===== src/rtl/control_sequencer.sv =====
// Microcoded control unit for the Bat Amateur processor: walks the fetch/execute
// T-states and decodes the opcode into the bus LOAD/ENABLE/COUNT strobes.
module control_sequencer #(
    parameter int BUS_WIDTH    = 16,
    parameter int OPCODE_WIDTH = 4
) (
    input  logic                 CLOCK,
    input  logic                 RESET,
    input  logic [BUS_WIDTH-1:0] INSTRUCTION,
    input  logic                 CARRY_FLAG,
    input  logic                 ZERO_FLAG,
    input  logic                 STEP_MODE,
    input  logic                 STEP,
    output logic                 PC_COUNT,
    output logic                 PC_ENABLE,
    output logic                 PC_LOAD,
    output logic                 MAR_LOAD,
    output logic                 RAM_ENABLE,
    output logic                 RAM_LOAD,
    output logic                 IR_LOAD,
    output logic                 IR_ENABLE,
    output logic                 A_LOAD,
    output logic                 A_ENABLE,
    output logic                 B_LOAD,
    output logic                 ALU_ENABLE,
    output logic                 ALU_SUB,
    output logic                 FLAGS_LOAD,
    output logic                 OUT_LOAD,
    output logic                 HALTED,
    output logic [2:0]           T_STATE
);

    typedef enum logic [2:0] {
        T0   = 3'd0,
        T1   = 3'd1,
        T2   = 3'd2,
        T3   = 3'd3,
        T4   = 3'd4,
        HALT = 3'd7
    } state_t;

    localparam logic [OPCODE_WIDTH-1:0] OP_LDA = OPCODE_WIDTH'(4'h1);
    localparam logic [OPCODE_WIDTH-1:0] OP_ADD = OPCODE_WIDTH'(4'h2);
    localparam logic [OPCODE_WIDTH-1:0] OP_SUB = OPCODE_WIDTH'(4'h3);
    localparam logic [OPCODE_WIDTH-1:0] OP_STA = OPCODE_WIDTH'(4'h4);
    localparam logic [OPCODE_WIDTH-1:0] OP_LDI = OPCODE_WIDTH'(4'h5);
    localparam logic [OPCODE_WIDTH-1:0] OP_JMP = OPCODE_WIDTH'(4'h6);
    localparam logic [OPCODE_WIDTH-1:0] OP_JC  = OPCODE_WIDTH'(4'h7);
    localparam logic [OPCODE_WIDTH-1:0] OP_JZ  = OPCODE_WIDTH'(4'h8);
    localparam logic [OPCODE_WIDTH-1:0] OP_OUT = OPCODE_WIDTH'(4'hE);
    localparam logic [OPCODE_WIDTH-1:0] OP_HLT = OPCODE_WIDTH'(4'hF);

    state_t                  state_r;
    state_t                  state_next_s;
    logic                    state_legal_s;
    logic [OPCODE_WIDTH-1:0] opcode_s;
    logic                    adv_s;
    logic                    gate_s;
    logic [2:0]              t_state_s;
    logic                    unused_operand_s;
    logic pc_count_s, pc_enable_s, pc_load_s, mar_load_s, ram_enable_s, ram_load_s;
    logic ir_load_s, ir_enable_s, a_load_s, a_enable_s, b_load_s;
    logic alu_enable_s, alu_sub_s, flags_load_s, out_load_s;

    assign opcode_s         = INSTRUCTION[BUS_WIDTH-1 -: OPCODE_WIDTH];
    assign unused_operand_s = ^INSTRUCTION[BUS_WIDTH-OPCODE_WIDTH-1:0];
    assign adv_s            = !STEP_MODE || STEP;
    // Strobes fire only on an advancing, non-reset cycle so a held step never repeats a load or count.
    assign gate_s           = adv_s && !RESET;

    // Microcode decode: next state and raw strobes from the current step and opcode.
    always_comb begin
        state_next_s  = state_r;
        state_legal_s = 1'b1;
        t_state_s     = 3'd0;
        pc_count_s    = 1'b0; pc_enable_s = 1'b0; pc_load_s    = 1'b0; mar_load_s   = 1'b0;
        ram_enable_s  = 1'b0; ram_load_s  = 1'b0; ir_load_s    = 1'b0; ir_enable_s  = 1'b0;
        a_load_s      = 1'b0; a_enable_s  = 1'b0; b_load_s     = 1'b0; alu_enable_s = 1'b0;
        alu_sub_s     = 1'b0; flags_load_s = 1'b0; out_load_s  = 1'b0;
        case (state_r)
            T0: begin
                t_state_s = 3'd0; state_next_s = T1;
                pc_enable_s = 1'b1; mar_load_s = 1'b1;
            end
            T1: begin
                t_state_s = 3'd1; state_next_s = T2;
                ram_enable_s = 1'b1; ir_load_s = 1'b1; pc_count_s = 1'b1;
            end
            T2: begin
                t_state_s = 3'd2; state_next_s = T0;
                case (opcode_s)
                    OP_LDA, OP_ADD, OP_SUB, OP_STA: begin
                        ir_enable_s = 1'b1; mar_load_s = 1'b1; state_next_s = T3;
                    end
                    OP_LDI: begin ir_enable_s = 1'b1; a_load_s = 1'b1; end
                    OP_JMP: begin ir_enable_s = 1'b1; pc_load_s = 1'b1; end
                    OP_JC: begin
                        if (CARRY_FLAG) begin ir_enable_s = 1'b1; pc_load_s = 1'b1; end
                        else begin ir_enable_s = 1'b0; pc_load_s = 1'b0; end
                    end
                    OP_JZ: begin
                        if (ZERO_FLAG) begin ir_enable_s = 1'b1; pc_load_s = 1'b1; end
                        else begin ir_enable_s = 1'b0; pc_load_s = 1'b0; end
                    end
                    OP_OUT: begin a_enable_s = 1'b1; out_load_s = 1'b1; end
                    OP_HLT: state_next_s = HALT;
                    default: state_next_s = T0;
                endcase
            end
            T3: begin
                t_state_s = 3'd3; state_next_s = T0;
                case (opcode_s)
                    OP_LDA: begin ram_enable_s = 1'b1; a_load_s = 1'b1; end
                    OP_ADD: begin ram_enable_s = 1'b1; b_load_s = 1'b1; state_next_s = T4; end
                    OP_SUB: begin
                        ram_enable_s = 1'b1; b_load_s = 1'b1; alu_sub_s = 1'b1; state_next_s = T4;
                    end
                    OP_STA: begin a_enable_s = 1'b1; ram_load_s = 1'b1; end
                    default: state_next_s = T0;
                endcase
            end
            T4: begin
                t_state_s = 3'd4; state_next_s = T0;
                case (opcode_s)
                    OP_ADD: begin alu_enable_s = 1'b1; a_load_s = 1'b1; flags_load_s = 1'b1; end
                    OP_SUB: begin
                        alu_enable_s = 1'b1; a_load_s = 1'b1; flags_load_s = 1'b1; alu_sub_s = 1'b1;
                    end
                    default: state_next_s = T0;
                endcase
            end
            HALT: begin
                t_state_s = 3'd7; state_next_s = HALT;
            end
            default: begin
                state_legal_s = 1'b0; state_next_s = T0;
            end
        endcase
    end

    // State register: illegal encodings recover even while the step gate is closed.
    always_ff @(posedge CLOCK) begin
        if (RESET) begin
            state_r <= T0;
        end else if (adv_s || !state_legal_s) begin
            state_r <= state_next_s;
        end else begin
            state_r <= state_r;
        end
    end

    assign PC_COUNT   = pc_count_s   && gate_s;
    assign PC_ENABLE  = pc_enable_s  && gate_s;
    assign PC_LOAD    = pc_load_s    && gate_s;
    assign MAR_LOAD   = mar_load_s   && gate_s;
    assign RAM_ENABLE = ram_enable_s && gate_s;
    assign RAM_LOAD   = ram_load_s   && gate_s;
    assign IR_LOAD    = ir_load_s    && gate_s;
    assign IR_ENABLE  = ir_enable_s  && gate_s;
    assign A_LOAD     = a_load_s     && gate_s;
    assign A_ENABLE   = a_enable_s   && gate_s;
    assign B_LOAD     = b_load_s     && gate_s;
    assign ALU_ENABLE = alu_enable_s && gate_s;
    assign ALU_SUB    = alu_sub_s    && gate_s;
    assign FLAGS_LOAD = flags_load_s && gate_s;
    assign OUT_LOAD   = out_load_s   && gate_s;
    assign HALTED     = (state_r == HALT) && !RESET;
    assign T_STATE    = RESET ? 3'd0 : t_state_s;

endmodule


===== config.mk =====
export PLATFORM = sky130hd
export DESIGN_NAME = control_sequencer
export DESIGN_NICKNAME = d
export VERILOG_FILES = /design/src/rtl/control_sequencer.sv
export SDC_FILE = /design/constraint.sdc
export NUM_CORES = 1
export LEC_CHECK = 0
export ABC_CLOCK_PERIOD_IN_PS = 1900
export CAP_MARGIN = 15
export CORE_UTILIZATION = 35
export CTS_CLUSTER_DIAMETER = 40
export DETAILED_ROUTE_END_ITERATION = 12
export PLACE_DENSITY = 0.78
export SYNTH_ARGS = -nofsm -noshare
export SYNTH_HDL_FRONTEND = slang
export SYNTH_SLANG_ARGS = --single-unit

===== constraint.sdc =====
create_clock -name CLOCK -period 1.9 [get_ports CLOCK]
set_input_delay 0.475 -clock CLOCK [delete_from_list [all_inputs] [get_ports CLOCK]]
set_output_delay 0.475 -clock CLOCK [all_outputs]
set_load 0.02 [all_outputs]

=== After elaboration in Yosys (flattened, before gate mapping) ===
Cells that the tools add are included.
W data, S select, Z words.

* Logic and storage cells: 74
* Register bits: 3
* Output and inout bits: 19

* Reductions and logical operators: 27
* Muxes and demuxes: 31
* Eq/ne operators: 15

{| class="wikitable"
|+ Operators by type and width
! kind !! count
|-
| $pmux W3 S5 || 2
|-
| $mux W1 || 20
|-
| $eq A4 B3 Y1 const B || 4
|-
| $logic_and A1 B1 Y1 || 15
|-
| $eq A4 B4 Y1 const B || 3
|-
| $reduce_or A6 Y1 || 2
|-
| $pmux W1 S3 || 3
|-
| $eq A4 B2 Y1 const B || 2
|-
| $eq A3 B2 Y1 const B || 2
|-
| $eq A3 B3 Y1 const B || 2
|-
| $mux W3 || 2
|-
| $pmux W1 S2 || 3
|-
| $pmux W3 S2 || 1
|-
| $eq A4 B1 Y1 const B || 1
|-
| $reduce_or A2 Y1 || 2
|-
| $reduce_or A4 Y1 || 1
|-
| $eq A3 B1 Y1 const B || 1
|-
| $logic_not A1 Y1 || 3
|-
| $logic_not A3 Y1 || 1
|-
| $reduce_or A3 Y1 || 1
|-
| $logic_or A1 B1 Y1 || 2
|}

=== Depth between registers and ports, before layout ===
* Depth in word-level cells: 5
* Gate-level depth with buffers: 6
* Gate-level depth less buffers: 4

=== Worst setup path before layout ===
No wires, ideal clock.

* Kind: in2out
* Start point: input STEP_MODE
* End point: output PC_COUNT
* Data arrival time: 1,824 ps
* Path slack: -399 ps
* Required time: 1,425 ps
* Stages: 6
* Cells stage by stage: nor2b_1 buf_6 or2_1 buf_6 nor3_1 buf_4

* Word-level cells in the longest chain between the ends: 4

{| class="wikitable"
|+ Ends and longest elaborated chain
! what !! RTL line !! text
|-
| start, declared || 12 || <nowiki>input logic STEP_MODE,</nowiki>
|-
| $logic_not A1 Y1 || 67 || <nowiki>assign adv_s = !STEP_MODE || STEP;</nowiki>
|-
| $logic_or A1 B1 Y1 || 67 ||
|-
| $logic_and A1 B1 Y1 || 69 || <nowiki>assign gate_s = adv_s && !RESET;</nowiki>
|-
| $logic_and A1 B1 Y1 || - ||
|-
| end, declared || 14 || <nowiki>output logic PC_COUNT,</nowiki>
|}

No other way between the ends.

=== Worst setup path in the final report ===
* Start point: input INSTRUCTION[13]
* End point: output MAR_LOAD

* Word-level cells in the longest chain between the ends: 5
* Elaborated cells on any way between the ends: 8
* Classes of those cells: eq/ne: 4; mux: 2; reduce/logical: 2

{| class="wikitable"
|+ Ends and longest elaborated chain
! what !! RTL line !! text
|-
| start, declared || 9 || <nowiki>input logic [BUS_WIDTH-1:0] INSTRUCTION,</nowiki>
|-
| $eq A4 B2 Y1 (tied with other cells) || 91 || <nowiki>case (opcode_s)</nowiki>
|-
| $reduce_or A4 Y1 (*) || 91 ||
|-
| $mux W1 (*) || 91 ||
|-
| $pmux W1 S2 (*) || 80 || <nowiki>case (state_r)</nowiki>
|-
| $logic_and A1 B1 Y1 (*) || 155 || <nowiki>assign MAR_LOAD = mar_load_s && gate_s;</nowiki>
|-
| end, declared || 17 || <nowiki>output logic MAR_LOAD,</nowiki>
|}

Mark *: on every way between the ends. The rest lies on a longest branch, timed or not.

==> results.yml <==
place:
  portBuffers: 28
  place_area_mm2: 0.00112
  pre_cts_slack_ns: -0.981
  dp_cells: 160
  dpl.hpwl_um: 1660
  place_congestion: 0.848
layout:
  seqCellArea_um2: 68.8
  largest_reg_flops: 3
  final_cells: 168
  multi_input_area_um2: 674
  syn_to_final_growth_pct: 113
  drive_gt1_share_pct: 70.1
  reg_top3: "state_r (3)"
  layout.nets: 167
  top_register: "state_r"
  num_antenna_cells: 0
  final_core_util_pct: 83.9
  stdcell_area_mm2: 0.00134
  num-fill-cells: 90
min_path:
  hold_class: "in -> reg"
routing:
  drt-initial-drc-count: 36
  drc: 0
  totalWireLength_um: 3050
  dr.pass1.iters: 4
  ant_nets: 0
  vias: 973
  vias_per_cell: 5.79
  avgRoutedWirePerCell_um: 18.1
setup_path:
  worstReg2RegEnd: "state_r[2]"
  critical_path.max_fanout: 3
  arrival_ns: 1.58
  crit_path_end: "MAR_LOAD"
  reg2reg_from: "state_r[2]"
  r2r_slack_ns: 0.38
  cp_data_required_time_ns: 1.42
  slowest_delay_ns: 0.40
  path_cells: "buf_8, o21ai_2, or3b_4, a2111oi_4, buf_4"
  critical_path_class: "in -> out"
  crit_path_end_kind: "output pin"
  critPathLaunch: "INSTRUCTION[13]"
  r2r_cells: 5
  crit_path_top_delay_cell: "or3b_4"
  startpoint_type: "input port"
power:
  fin_total_pwr_uw: 500
  p_leak_nw: 0.584
  vdd_drop_max_uv: 351
  p_per_area_mw_per_mm2: 374
clock_tree:
  path_clk_slew_ns: 0.04
  clockBufferDepth: 2
  cts-buffers-inserted: 3
  cts_root_buffer: "clkbuf_4"
  worstSkewPairLatency_ns: 0.26
  cts_tree: "yes"
  cts_sinks: 3
  cts_htree_levels: 1
yosys:
  netlist_area_um2: 627
  synth_top_area_cell: "buf_6"
  syn_inst: 88
  synth_top_area_share_pct: 10.8
  synth_nets: 110
  yosys_warnings: 0
  synth-seq-area-share_pct: 9.58
  ys_seq_elements: 3
  synth_area_per_cell_um2: 7.12
  ys_types: 35
  synthTopCellsByArea: "buf_6, dfxtp_1, clkbuf_8, nor2b_1, a21oi_1"
sta:
  setup_ws_ns: -0.150
  slew_violations: 0
  rsz0062_at_grt: "true"
  fin_crit_sh_pct: 108
  fmax_ghz: 0.488
  hold_viol_final: 0
  setup_viol: 5
  min_period_ns: 2.05
  timing_worst_slew_pin_value_ns: 0.436
  relSlewSlack_pct: 70.9
  skew_ns: 0.00582
floorplan:
  fp-row-count: 14
  start_util_pct: 39.3
  die-height_um: 44.3
  core_mm2: 0.00159
  dieArea_mm2: 0.00196
  pin_count: 41
  die_x_um: 44.3
global_route:
  grt_pass1_wl_um: 4270
  grt_use_total_pct: 31.4
  antenna_found_initial: 0
  grt_pass1_vias: 880
  grt_overflow: 0
  grt_max_degree: 13
run:
  maxCapViolations: 0
run_status:
  violations: "setup timing"
  status: "finished, violations left"
critical path, delay by kind of cell:
| family | cells | cell delay (ns) |
|---|---|---|
| AOI/OAI and AO/OA | 2 | 0.41 |
| buffers and inverters | 2 | 0.29 |
| and+or+nand+nor | 1 | 0.40 |
kinds of logic (layout without fill, tap and decap cells):
kind of cell	count (synthesis)	in the layout	synth area share (%)
AND/OR/NAND/NOR	48	48	42.7
AO/OA/AOI/OAI	22	22	23.6
buffers and inverters	13	69	21.0
flip-flops	3	3	9.58
XOR/XNOR	1	1	1.40
multiplexers	1	1	1.80
area by class of cell:
cell class / instances / area share (%)
multi-input combinational: 72 / 50.4
timing repair buffer: 63 / 39.7
sequential: 3 / 5.15
tap: 24 / 2.25
clock buffer: 4 / 1.96
inverter: 2 / 0.561
report_power, final:
group	switching (mW)	leakage (nW)	total [mW]	internal [mW]
combinational	0.149	0.543	0.290	0.141
sequential	0.0143	0.0264	0.0829	0.0686
clock	0.0477	0.0150	0.127	0.0797
total	0.211	0.584	0.500	0.289
metal layers:
metal	up-vias	routed length, um	track usage (%)
met5	-	0	0
met4	0	187	22.4
met3	19	165	7.35
met2	53	1500	51.2
met1	467	1190	35.6
li1	434	-	-
Yosys cell counts (all sizes together):
master   number
a2111oi       2
a211oi        1
a21o          1
a21oi         7
a222oi        1
a311o         1
a311oi        1
a31oi         1
and2          2
and3          4
buf           8
clkbuf        3
dfxtp         3
inv           2
mux2          1
nand2         7
nand2b        3
nand3         1
nand3b        1
nand4         2
nor2          7
nor2b         6
nor3          6
nor3b         1
nor4          5
nor4b         1
o21ai         6
o21bai        1
or2           1
or3b          1
xor2          1
worst min path at each step:
stage / cells after the start / endpoint / from / slack, ns
floorplan: 1 / state_r[1] / RESET / 0.54
global placement: 2 / state_r[0] / state_r[0] / 0.67
detailed placement: 2 / state_r[0] / state_r[0] / 0.66
CTS: 3 / state_r[0] / RESET / 0.54
global route: 3 / state_r[0] / RESET / 0.55
finish: 3 / state_r[0] / RESET / 0.53
per-stage QoR:
step                setup TNS [ns]  hold slack [ns]
global route                -0.766            0.547
CTS                         -0.265            0.537
global placement            -15.22            0.667
floorplan                   -0.569            0.544
detailed placement          -15.77            0.662
finish                      -0.433            0.526
placed cells by master, fill, tap and decap left out, drive strengths merged, types with 2 or more instances in the layout:
master | netlist | final
nand2b | 3 | 3
nor2b | 6 | 6
a2111oi | 2 | 2
and3 | 4 | 4
and2 | 2 | 2
inv | 2 | 2
o21ai | 6 | 6
a21oi | 7 | 7
dfxtp | 3 | 3
clkbuf | 3 | 4
nor3 | 6 | 6
nand2 | 7 | 7
nor2 | 7 | 7
buf | 8 | 59
nor4 | 5 | 5
nand4 | 2 | 2
dlygate4sd2 | 0 | 3
timing repair:
| action | CTS | global route |
|---|---|---|
| pin swaps | 11 | 5 |
| endpoints found under the setup margin | 19 | 17 |
| hold buffers | 0 | 0 |
| cloned | 0 | 0 |
| setup buffers | 1 | 3 |
| gates resized for setup | 146 | 33 |
Note: power is estimated with default switching activity, not from simulation.
